File: src/rtl/adder_pkg.sv
// Package: adder_pkg
// Purpose: shared definitions for the add/subtract datapath (pipelined_adder, ALU).
//   - op_e          : operation encoding carried on the 'sub' control bit
//   - CHUNK_DEFAULT : default slice width for one pipeline stage
//   - bp_offset()   : placement of each stage's pending B' bits in the packed
//                     inter-stage bus (each stage stores only the slices not yet added)
package adder_pkg;

  typedef enum logic {
    OP_ADD = 1'b0,
    OP_SUB = 1'b1
  } op_e;

  localparam int CHUNK_DEFAULT = 8;

  // Bit offset of stage 'stage's pending-B' register inside the packed bus.
  // Stage j keeps width - (j+1)*chunk bits, so offsets are a running sum.
  function automatic int bp_offset(input int width, input int chunk, input int stage);
    int off;
    off = 0;
    for (int j = 0; j < stage; j++) begin
      off += width - (j + 1) * chunk;
    end
    return off;
  endfunction

endpackage : adder_pkg

File: src/rtl/chunk_adder.sv
// Module: chunk_adder
// Purpose: CHUNK-bit combinational slice adder, one per pipeline stage.
// Ports:
//   a, b   in  CHUNK  slice operands (b already inverted for subtract)
//   ci     in  1      carry into the slice
//   s      out CHUNK  slice sum
//   co     out 1      carry out of the slice
//   a_msb  out 1      MSB of a (sign bit when this is the top slice)
//   b_msb  out 1      MSB of b (sign bit when this is the top slice)
module chunk_adder
  import adder_pkg::*;
#(
  parameter int CHUNK = CHUNK_DEFAULT
) (
  input  logic [CHUNK-1:0] a,
  input  logic [CHUNK-1:0] b,
  input  logic             ci,
  output logic [CHUNK-1:0] s,
  output logic             co,
  output logic             a_msb,
  output logic             b_msb
);

  assign {co, s} = {1'b0, a} + {1'b0, b} + {{CHUNK{1'b0}}, ci};
  assign a_msb   = a[CHUNK-1];
  assign b_msb   = b[CHUNK-1];

endmodule : chunk_adder

File: src/rtl/pipelined_adder.sv
// Module: pipelined_adder
// Purpose: pipelined WIDTH-bit add/subtract with a valid/ready stream interface.
//   The add is split into STAGES = WIDTH/CHUNK slices; stage k adds slice k and
//   registers the carry for stage k+1. Operand slices not yet added travel ahead
//   (skew) and finished sum slices travel behind (deskew) in one accumulator word
//   per stage. WIDTH must be a multiple of CHUNK, with 1..8 stages.
// Ports:
//   clk, rst             clock, asynchronous active-high reset
//   in_valid / in_ready  operand beat handshake (in_ready is combinational)
//   a, b, cin, sub       operands; sub=1 computes a-b and ignores cin
//   out_valid/out_ready  result beat handshake
//   sum, cout, ovf, zero result, carry out (sub: 1 = no borrow), signed overflow, sum==0
module pipelined_adder
  import adder_pkg::*;
#(
  parameter int WIDTH = 32,
  parameter int CHUNK = CHUNK_DEFAULT
) (
  input  logic             clk,
  input  logic             rst,
  input  logic             in_valid,
  output logic             in_ready,
  input  logic [WIDTH-1:0] a,
  input  logic [WIDTH-1:0] b,
  input  logic             cin,
  input  logic             sub,
  output logic             out_valid,
  input  logic             out_ready,
  output logic [WIDTH-1:0] sum,
  output logic             cout,
  output logic             ovf,
  output logic             zero
);

  localparam int STAGES  = WIDTH / CHUNK;
  localparam int BP_BITS = bp_offset(WIDTH, CHUNK, STAGES - 1);
  localparam int BP_W    = (BP_BITS > 0) ? BP_BITS : 1;

  op_e              op;
  logic [WIDTH-1:0] b_eff;
  logic             c0;
  logic             adv;

  // Per-stage state: the valid bits are the only control state.
  logic [STAGES-1:0] valid_q;
  logic [WIDTH-1:0]  acc_q [STAGES];   // finished low slices + not-yet-added A slices
  logic [STAGES-1:0] c_q;              // carry into the next stage (last: cout)
  logic [BP_W-1:0]   bp_q;             // pending B' slices of every stage, packed
  logic              ovf_q;
  logic              zero_q;

  // Next-state values produced by the stage slices.
  wire [WIDTH-1:0]  acc_d [STAGES];
  wire [STAGES-1:0] c_d;
  wire [BP_W-1:0]   bp_d;
  wire              ovf_d;
  wire              zero_d;

  assign op    = op_e'(sub);
  assign b_eff = (op == OP_SUB) ? ~b : b;
  assign c0    = (op == OP_SUB) ? 1'b1 : cin;

  // The whole pipe moves in lockstep: it advances whenever the output slot is
  // empty or being drained, so accept and drain can happen in the same cycle.
  assign adv       = !valid_q[STAGES-1] || out_ready;
  assign in_ready  = adv;
  assign out_valid = valid_q[STAGES-1];
  assign sum       = acc_q[STAGES-1];
  assign cout      = c_q[STAGES-1];
  assign ovf       = ovf_q;
  assign zero      = zero_q;

  for (genvar k = 0; k < STAGES; k++) begin : g_stage
    localparam int LO   = k * CHUNK;
    localparam int W_IN = WIDTH - LO;   // B' bits still to be added on entry

    wire  [WIDTH-1:0] acc_in;
    wire  [W_IN-1:0]  bp_in;
    wire              ci_in;
    logic [CHUNK-1:0] s;
    logic             co;
    logic             a_msb;
    logic             b_msb;
    logic [WIDTH-1:0] acc_mix;

    if (k == 0) begin : g_src_in
      assign acc_in = a;
      assign bp_in  = b_eff;
      assign ci_in  = c0;
    end else begin : g_src_prev
      localparam int PREV_OFF = bp_offset(WIDTH, CHUNK, k - 1);
      assign acc_in = acc_q[k-1];
      assign bp_in  = bp_q[PREV_OFF +: W_IN];
      assign ci_in  = c_q[k-1];
    end

    chunk_adder #(.CHUNK(CHUNK)) u_chunk (
      .a     (acc_in[LO +: CHUNK]),
      .b     (bp_in[CHUNK-1:0]),
      .ci    (ci_in),
      .s     (s),
      .co    (co),
      .a_msb (a_msb),
      .b_msb (b_msb)
    );

    // NOTE: combinational blocks assign a full default first so no path leaves
    // a bit unassigned, which would otherwise infer a latch.
    always_comb begin
      acc_mix             = acc_in;
      acc_mix[LO +: CHUNK] = s;
    end

    assign acc_d[k] = acc_mix;
    assign c_d[k]   = co;

    if (k == STAGES - 1) begin : g_final
      // Only the top slice sees the operand sign bits.
      assign ovf_d  = (a_msb == b_msb) && (s[CHUNK-1] != a_msb);
      assign zero_d = (acc_mix == '0);
    end else begin : g_mid
      localparam int OFF = bp_offset(WIDTH, CHUNK, k);
      // Slice MSBs only matter for the sign bit in the final stage.
      wire [1:0] unused_msb = {a_msb, b_msb};
      assign bp_d[OFF +: W_IN - CHUNK] = bp_in[W_IN-1:CHUNK];
    end
  end

  // NOTE: the datapath registers are reset together with the valid bits so the
  // result ports read zero after reset rather than stale in-flight data.
  // NOTE: sequential state uses non-blocking assignments so every stage samples
  // its predecessor's pre-edge value and the pipe shifts by exactly one stage.
  always_ff @(posedge clk or posedge rst) begin
    if (rst) begin
      valid_q <= '0;
      c_q     <= '0;
      bp_q    <= '0;
      ovf_q   <= 1'b0;
      zero_q  <= 1'b0;
      for (int i = 0; i < STAGES; i++) begin
        acc_q[i] <= '0;
      end
    end else if (adv) begin
      valid_q[0] <= in_valid;
      for (int i = 1; i < STAGES; i++) begin
        valid_q[i] <= valid_q[i-1];
      end
      for (int i = 0; i < STAGES; i++) begin
        acc_q[i] <= acc_d[i];
      end
      c_q    <= c_d;
      bp_q   <= bp_d;
      ovf_q  <= ovf_d;
      zero_q <= zero_d;
    end
  end

endmodule : pipelined_adder

File: config.mk
export PLATFORM = sky130hd
export DESIGN_NAME = pipelined_adder
export DESIGN_NICKNAME = d
export VERILOG_FILES = /design/src/rtl/adder_pkg.sv /design/src/rtl/chunk_adder.sv /design/src/rtl/pipelined_adder.sv
export SDC_FILE = /design/constraint.sdc
export NUM_CORES = 1
export LEC_CHECK = 0
export BUFFER_PORTS_ARGS = -buffer_cell sky130_fd_sc_hd__buf_2
export CORE_ASPECT_RATIO = 0.9
export CORE_MARGIN = 2
export CORE_UTILIZATION = 57
export CTS_CLUSTER_DIAMETER = 30
export DETAILED_ROUTE_END_ITERATION = 8
export PLACE_DENSITY = 0.86
export REMOVE_ABC_BUFFERS = 1
export SKIP_LAST_GASP = 1
export SYNTH_ARGS = -nofsm -noshare
export SYNTH_HDL_FRONTEND = slang
export SYNTH_SLANG_ARGS = --single-unit
File: constraint.sdc
create_clock -name clk -period 10.8 [get_ports clk]
set_input_delay 1.08 -clock clk [delete_from_list [all_inputs] [get_ports clk]]
set_output_delay 1.08 -clock clk [all_outputs]
set_load 0.01 [all_outputs]
=== After elaboration in Yosys (flattened, before gate mapping) ===
Cells that the tools add are included.
W data, S select, Z words.

* Input bits: 70
* Bits in registers: 186
* Output and inout port bits: 37

* Bitwise operators: 1
* Multiplexer cells: 2
* Reduce and logical (&&, ||, !) cells: 4
* Equal/unequal tests: 2
* $add $sub $neg: 8

{| class="wikitable"
|+ Operator list
! kind !! count
|-
| $add A8 B8 Y9 || 4
|-
| $add A9 B1 Y9 || 4
|-
| $logic_not A32 Y1 || 1
|-
| $mux W32 || 1
|-
| $not A32 Y32 || 1
|-
| $eq A1 B1 Y1 || 1
|-
| $logic_and A1 B1 Y1 || 1
|-
| $logic_not A1 Y1 || 1
|-
| $logic_or A1 B1 Y1 || 1
|-
| $mux W1 || 1
|-
| $ne A1 B1 Y1 || 1
|}

=== Depth between registers and ports, before layout ===
* Depth in word-level cells: 4
* Depth in mapped cells: 11
* Depth with buffers taken out: 10

=== By module ===
Synthesis repeated with hierarchy kept, for this count alone.

* Cells, all modules: 982
* Area, all modules: 8805.9 um^2

{| class="wikitable"
|+ By module, submodules not included
! module !! area an instance (um^2) !! cells an instance !! seq. area each (um^2) !! times used
|-
| pipelined_adder || 7419.6 || 810 || 4654.5 || 1
|-
| chunk_adder at g_stage[0].u_chunk ... || 346.6 || 42 || 0.0 || 2
|-
| chunk_adder at g_stage[2].u_chunk ... || 346.6 || 44 || 0.0 || 2
|}

=== Worst setup path before layout ===
OpenSTA, ideal clock, no wires.

* Kind: input-to-reg
* From: in sub
* To: reg c_q[0]
* Arrival: 3265 ps
* Library setup time: 82 ps
* Cell stages on the path: 11
* Setup slack: 7453 ps
* Data required time: 10718 ps
* Cell sequence: clkbuf_1 -> buf_2 -> xnor2_1 -> fa_1 -> fa_1 -> nand2b_1 -> a21boi_1 -> o21ai_1 -> a21oi_1 -> o21ai_1 -> a31oi_1

* Word-level cells in the longest chain between the ends: 3
* Elaborated cells on any way between the ends: 4
* Classes of those cells: add/sub (2); mux (2)

{| class="wikitable"
|+ Ends and longest elaborated chain
! element !! line !! RTL
|-
| from (decl) || pipelined_adder.sv:26 || <nowiki>input logic sub,</nowiki>
|-
| $mux W32 || pipelined_adder.sv:60 || <nowiki>assign b_eff = (op == OP_SUB) ? ~b : b;</nowiki>
|-
| $add A8 B8 Y9 || chunk_adder.sv:24 || <nowiki>assign {co, s} = {1'b0, a} + {1'b0, b} + {{CHUNK{1'b0}}, ci};</nowiki>
|-
| $add A9 B1 Y9 * || chunk_adder.sv:24 ||
|-
| to (signal assigned) || pipelined_adder.sv:136 || <nowiki>c_q <= '0;</nowiki>
|-
| to (signal assigned) || pipelined_adder.sv:151 || <nowiki>c_q <= c_d;</nowiki>
|-
| to (decl) || pipelined_adder.sv:47 || <nowiki>logic [STAGES-1:0] c_q;</nowiki>
|}

Mark *: on every way between the ends. The rest lies on a longest branch, timed or not.
A chain may end at the register's enable or synchronous reset.

=== Worst setup path after layout ===
* From: in out_ready
* To: out in_ready

* Word-level cells in the longest chain between the ends: 1

{| class="wikitable"
|+ Ends and longest elaborated chain
! element !! line !! RTL
|-
| from (decl) || pipelined_adder.sv:28 || <nowiki>input logic out_ready,</nowiki>
|-
| $logic_or A1 B1 Y1 || pipelined_adder.sv:65 || <nowiki>assign adv = !valid_q[STAGES-1] || out_ready;</nowiki>
|-
| to (decl) || pipelined_adder.sv:22 || <nowiki>output logic in_ready,</nowiki>
|}

No other way between the ends.

==> flow_metrics.py <==
metrics = {
    "logic_synthesis": {
        "yosysSeqAreaShare": 0.549,
        "synth-seq-cells": 186,
        "synth_top_family_by_area": "simple AND/OR/NAND/NOR gates",
        "synth_top_area_frac": 0.549,
        "synthFlopType": "dfrtp_1",
        "synthTopCellsByArea": "dfrtp_1 (55%), nand2_1 (19%), ha_1 (4.1%)",
        "muxShareOfSynthArea": 0,
        "yosys.area_share.xor_xnor": 0.0465,
        "ys_types": 40,
        "yosys_warnings": 0,
        "synth_largest_area_cell": "dfrtp_1",
        "synthArstFlopShare": 1.00,
        "synth_fa_ha_area_frac": 0.0602,
        "synth_enable_flop_cells": 0,
        "synthSimpleGateAreaFrac": 0.232,
        "avgSynthCellArea_sq_um": 9.02,
        "synth_compound_area_frac": 0.0741,
        "synthCells": 939,
        "netlist_area_sq_um": 8470,
    },
    "worst_setup_path": {
        "critical_path_class": "in -> out",
        "cp_max_fo": 209,
        "cp-end-kind": "output pin",
        "timing.rr.start": "valid_q[3]",
        "critPathRequiredTime_ns": 9.72,
        "startpoint_type": "input port",
        "regToRegSetupSlack_ns": 7.35,
        "critical_path_arrival_ns": 2.82,
        "cp-startpoint": "out_ready",
        "cp-endpoint": "in_ready",
        "reg2regPathDepth": 9,
        "worst_r2r_endpoint": "zero",
    },
    "detailed_routing": {
        "drt_iter0_drc": 535,
        "drtPass1Iterations": 5,
        "vias": 6239,
        "drc_errors": 0,
        "avgRoutedWirePerCell_microns": 13.1,
        "final_antenna_net_count": 0,
        "wl_mm": 16.2,
        "routed_via_density": 5.06,
    },
    "floorplanning": {
        "initial_core_util": 0.580,
        "ios": 107,
        "rows": 42,
        "dieWidth_microns": 133,
        "core_sq_um": 14600,
        "dieArea_sq_um": 15900,
        "die_h_microns": 120,
    },
    "cts": {
        "cts_setup_buffers": 0,
        "cts_tree": "built",
        "clkLatencyLatePin_ns": 0.43,
        "cts_inserted_buffers": 17,
        "holdBufCountCts": 0,
        "root_buffer": "clkbuf_16",
        "cts-resized-gates": 0,
        "cts_sinks": 186,
        "h-tree-depth": 4,
        "cts_buffer_depth": 2,
        "path_clk_slew_ns": 0.06,
    },
    "power_and_ir_drop": {
        "total_power_mw": 2.94,
        "p_leak_nw": 5.03,
        "power.density_nw_per_um2": 301,
        "peakVddDrop_mv": 0.320,
    },
    "layout": {
        "final_common_cell": "nand2_1",
        "final-seq-area_sq_um": 4650,
        "nets": 1129,
        "mostFrequentLayoutCells": "nand2_1 (426), dfrtp_1 (186), buf_2 (106), nor2_1 (36), xnor2_1 (34)",
        "diodes": 0,
        "fillerInstances": 1180,
        "drive_gt1_frac": 0.141,
        "multiInputGateArea_sq_um": 3510,
        "finalInstanceArea_sq_um": 9750,
        "synthToLayoutAreaGrowth_pct": 15.1,
        "post-route-util": 0.667,
    },
    "timing": {
        "min_period_ns": 3.90,
        "max_slew_margin": 0.342,
        "hold_violations": 0,
        "grt_setup_unrepaired": "no",
        "fmax_mhz": 256,
        "setup_viol": 0,
        "worstMarginPinSlew_ns": 0.988,
        "slew_violations": 0,
        "fin_crit_sh": 0.361,
        "skew_ns": 0.00701,
        "worst_slack_ns": 6.90,
    },
    "placement": {
        "gp_congestion": 0.780,
        "placed_area_sq_um": 9080,
        "pre_cts_ws_ns": 6.82,
        "dpl.hpwl_mm": 10.3,
        "numPortBuffers": 106,
    },
    "global_route": {
        "overflow": 0,
        "track_usage": 0.218,
        "grt_max_degree": 210,
        "grt_pass1_vias": 5991,
        "antenna_found_initial": 0,
        "grt_pass1_wl_mm": 27.7,
    },
    "outcome": {
        "outcome": "finished clean",
    },
    "hold_path": {
        "hold_path.class": "reg -> reg",
    },
    "flow_run": {
        "max_cap_violations": 0,
    },
}
## worst min-delay path by stage
stage                     cells after the start    endpoint       start
after floorplan                               2  valid_q[2]  valid_q[2]
after global placement                        2  valid_q[2]  valid_q[2]
after detailed placement                      2      sum[2]      sum[2]
final                                         2      sum[5]      sum[5]
after global routing                          2    bp_q[47]    bp_q[39]
after CTS                                     2      sum[2]      sum[2]
## kinds of logic (layout without fill, tap and decap cells)
logic type | after synthesis | count (layout)
fa+ha+maj | 36 | 36
buf+inv | 67 | 163
compound gates | 103 | 103
simple gates | 502 | 502
xor+xnor | 45 | 45
flops | 186 | 186
## report_power, final
part           internal [mW]  leakage, nW  switching [mW]
registers               1.01         2.24           0.182
logic                  0.428         2.48           0.617
clock network          0.444        0.317           0.259
total                   1.88         5.03            1.06
## flip-flops by register name, summed over array words and instances (netlist names)
signal / flops
bp_q: 48
c_q: 4
g_stage.acc_in: 96
ovf: 1
sum: 32
valid_q: 4
zero: 1
## layout make-up
cell class	count	share of cell area
Inverter	22	0.00950
Sequential cell	186	0.477
Clock inverter	12	0.0226
Tap cell	198	0.0254
Timing Repair Buffer	110	0.0588
Multi-Input combinational cell	686	0.360
Clock buffer	19	0.0465
## worst max-delay path: stages
cell and delay, ns:
buf_2 0.11, nor2b_4 0.12, buf_12 0.55, inv_4 0.50, buf_2 0.29
## cell usage after synthesis (14+ instances only)
master	n
nor3_1	14
buf_2	16
a21oi_1	17
o21ai_1	15
inv_1	21
nand2_1	426
ha_1	28
nor2_1	36
xnor2_1	34
dfrtp_1	186
o21ai_0	30
clkbuf_1	21
## layer usage
| layer | vias up | track usage | routed length (microns) |
|---|---|---|---|
| met5 | - | 0 | 0 |
| met4 | 0 | 0.0672 | 237 |
| met3 | 21 | 0.0494 | 609 |
| met2 | 116 | 0.354 | 7960 |
| met1 | 2938 | 0.295 | 7350 |
| li1 | 3164 | - | - |
## metrics by stage
stage / TNS [ns] / hold WS (ns) / instances
6_report: 0 / 0.458 / 1233
5_1_grt: 0 / 0.477 / 1233
4_1_cts: 0 / 0.466 / 1233
3_5_place_dp: 0 / 0.452 / 1202
3_3_place_gp: 0 / 0.440 / 1202
2_1_floorplan: -229.29 / 0.430 / 894
Note: power is estimated with default switching activity, not from simulation.
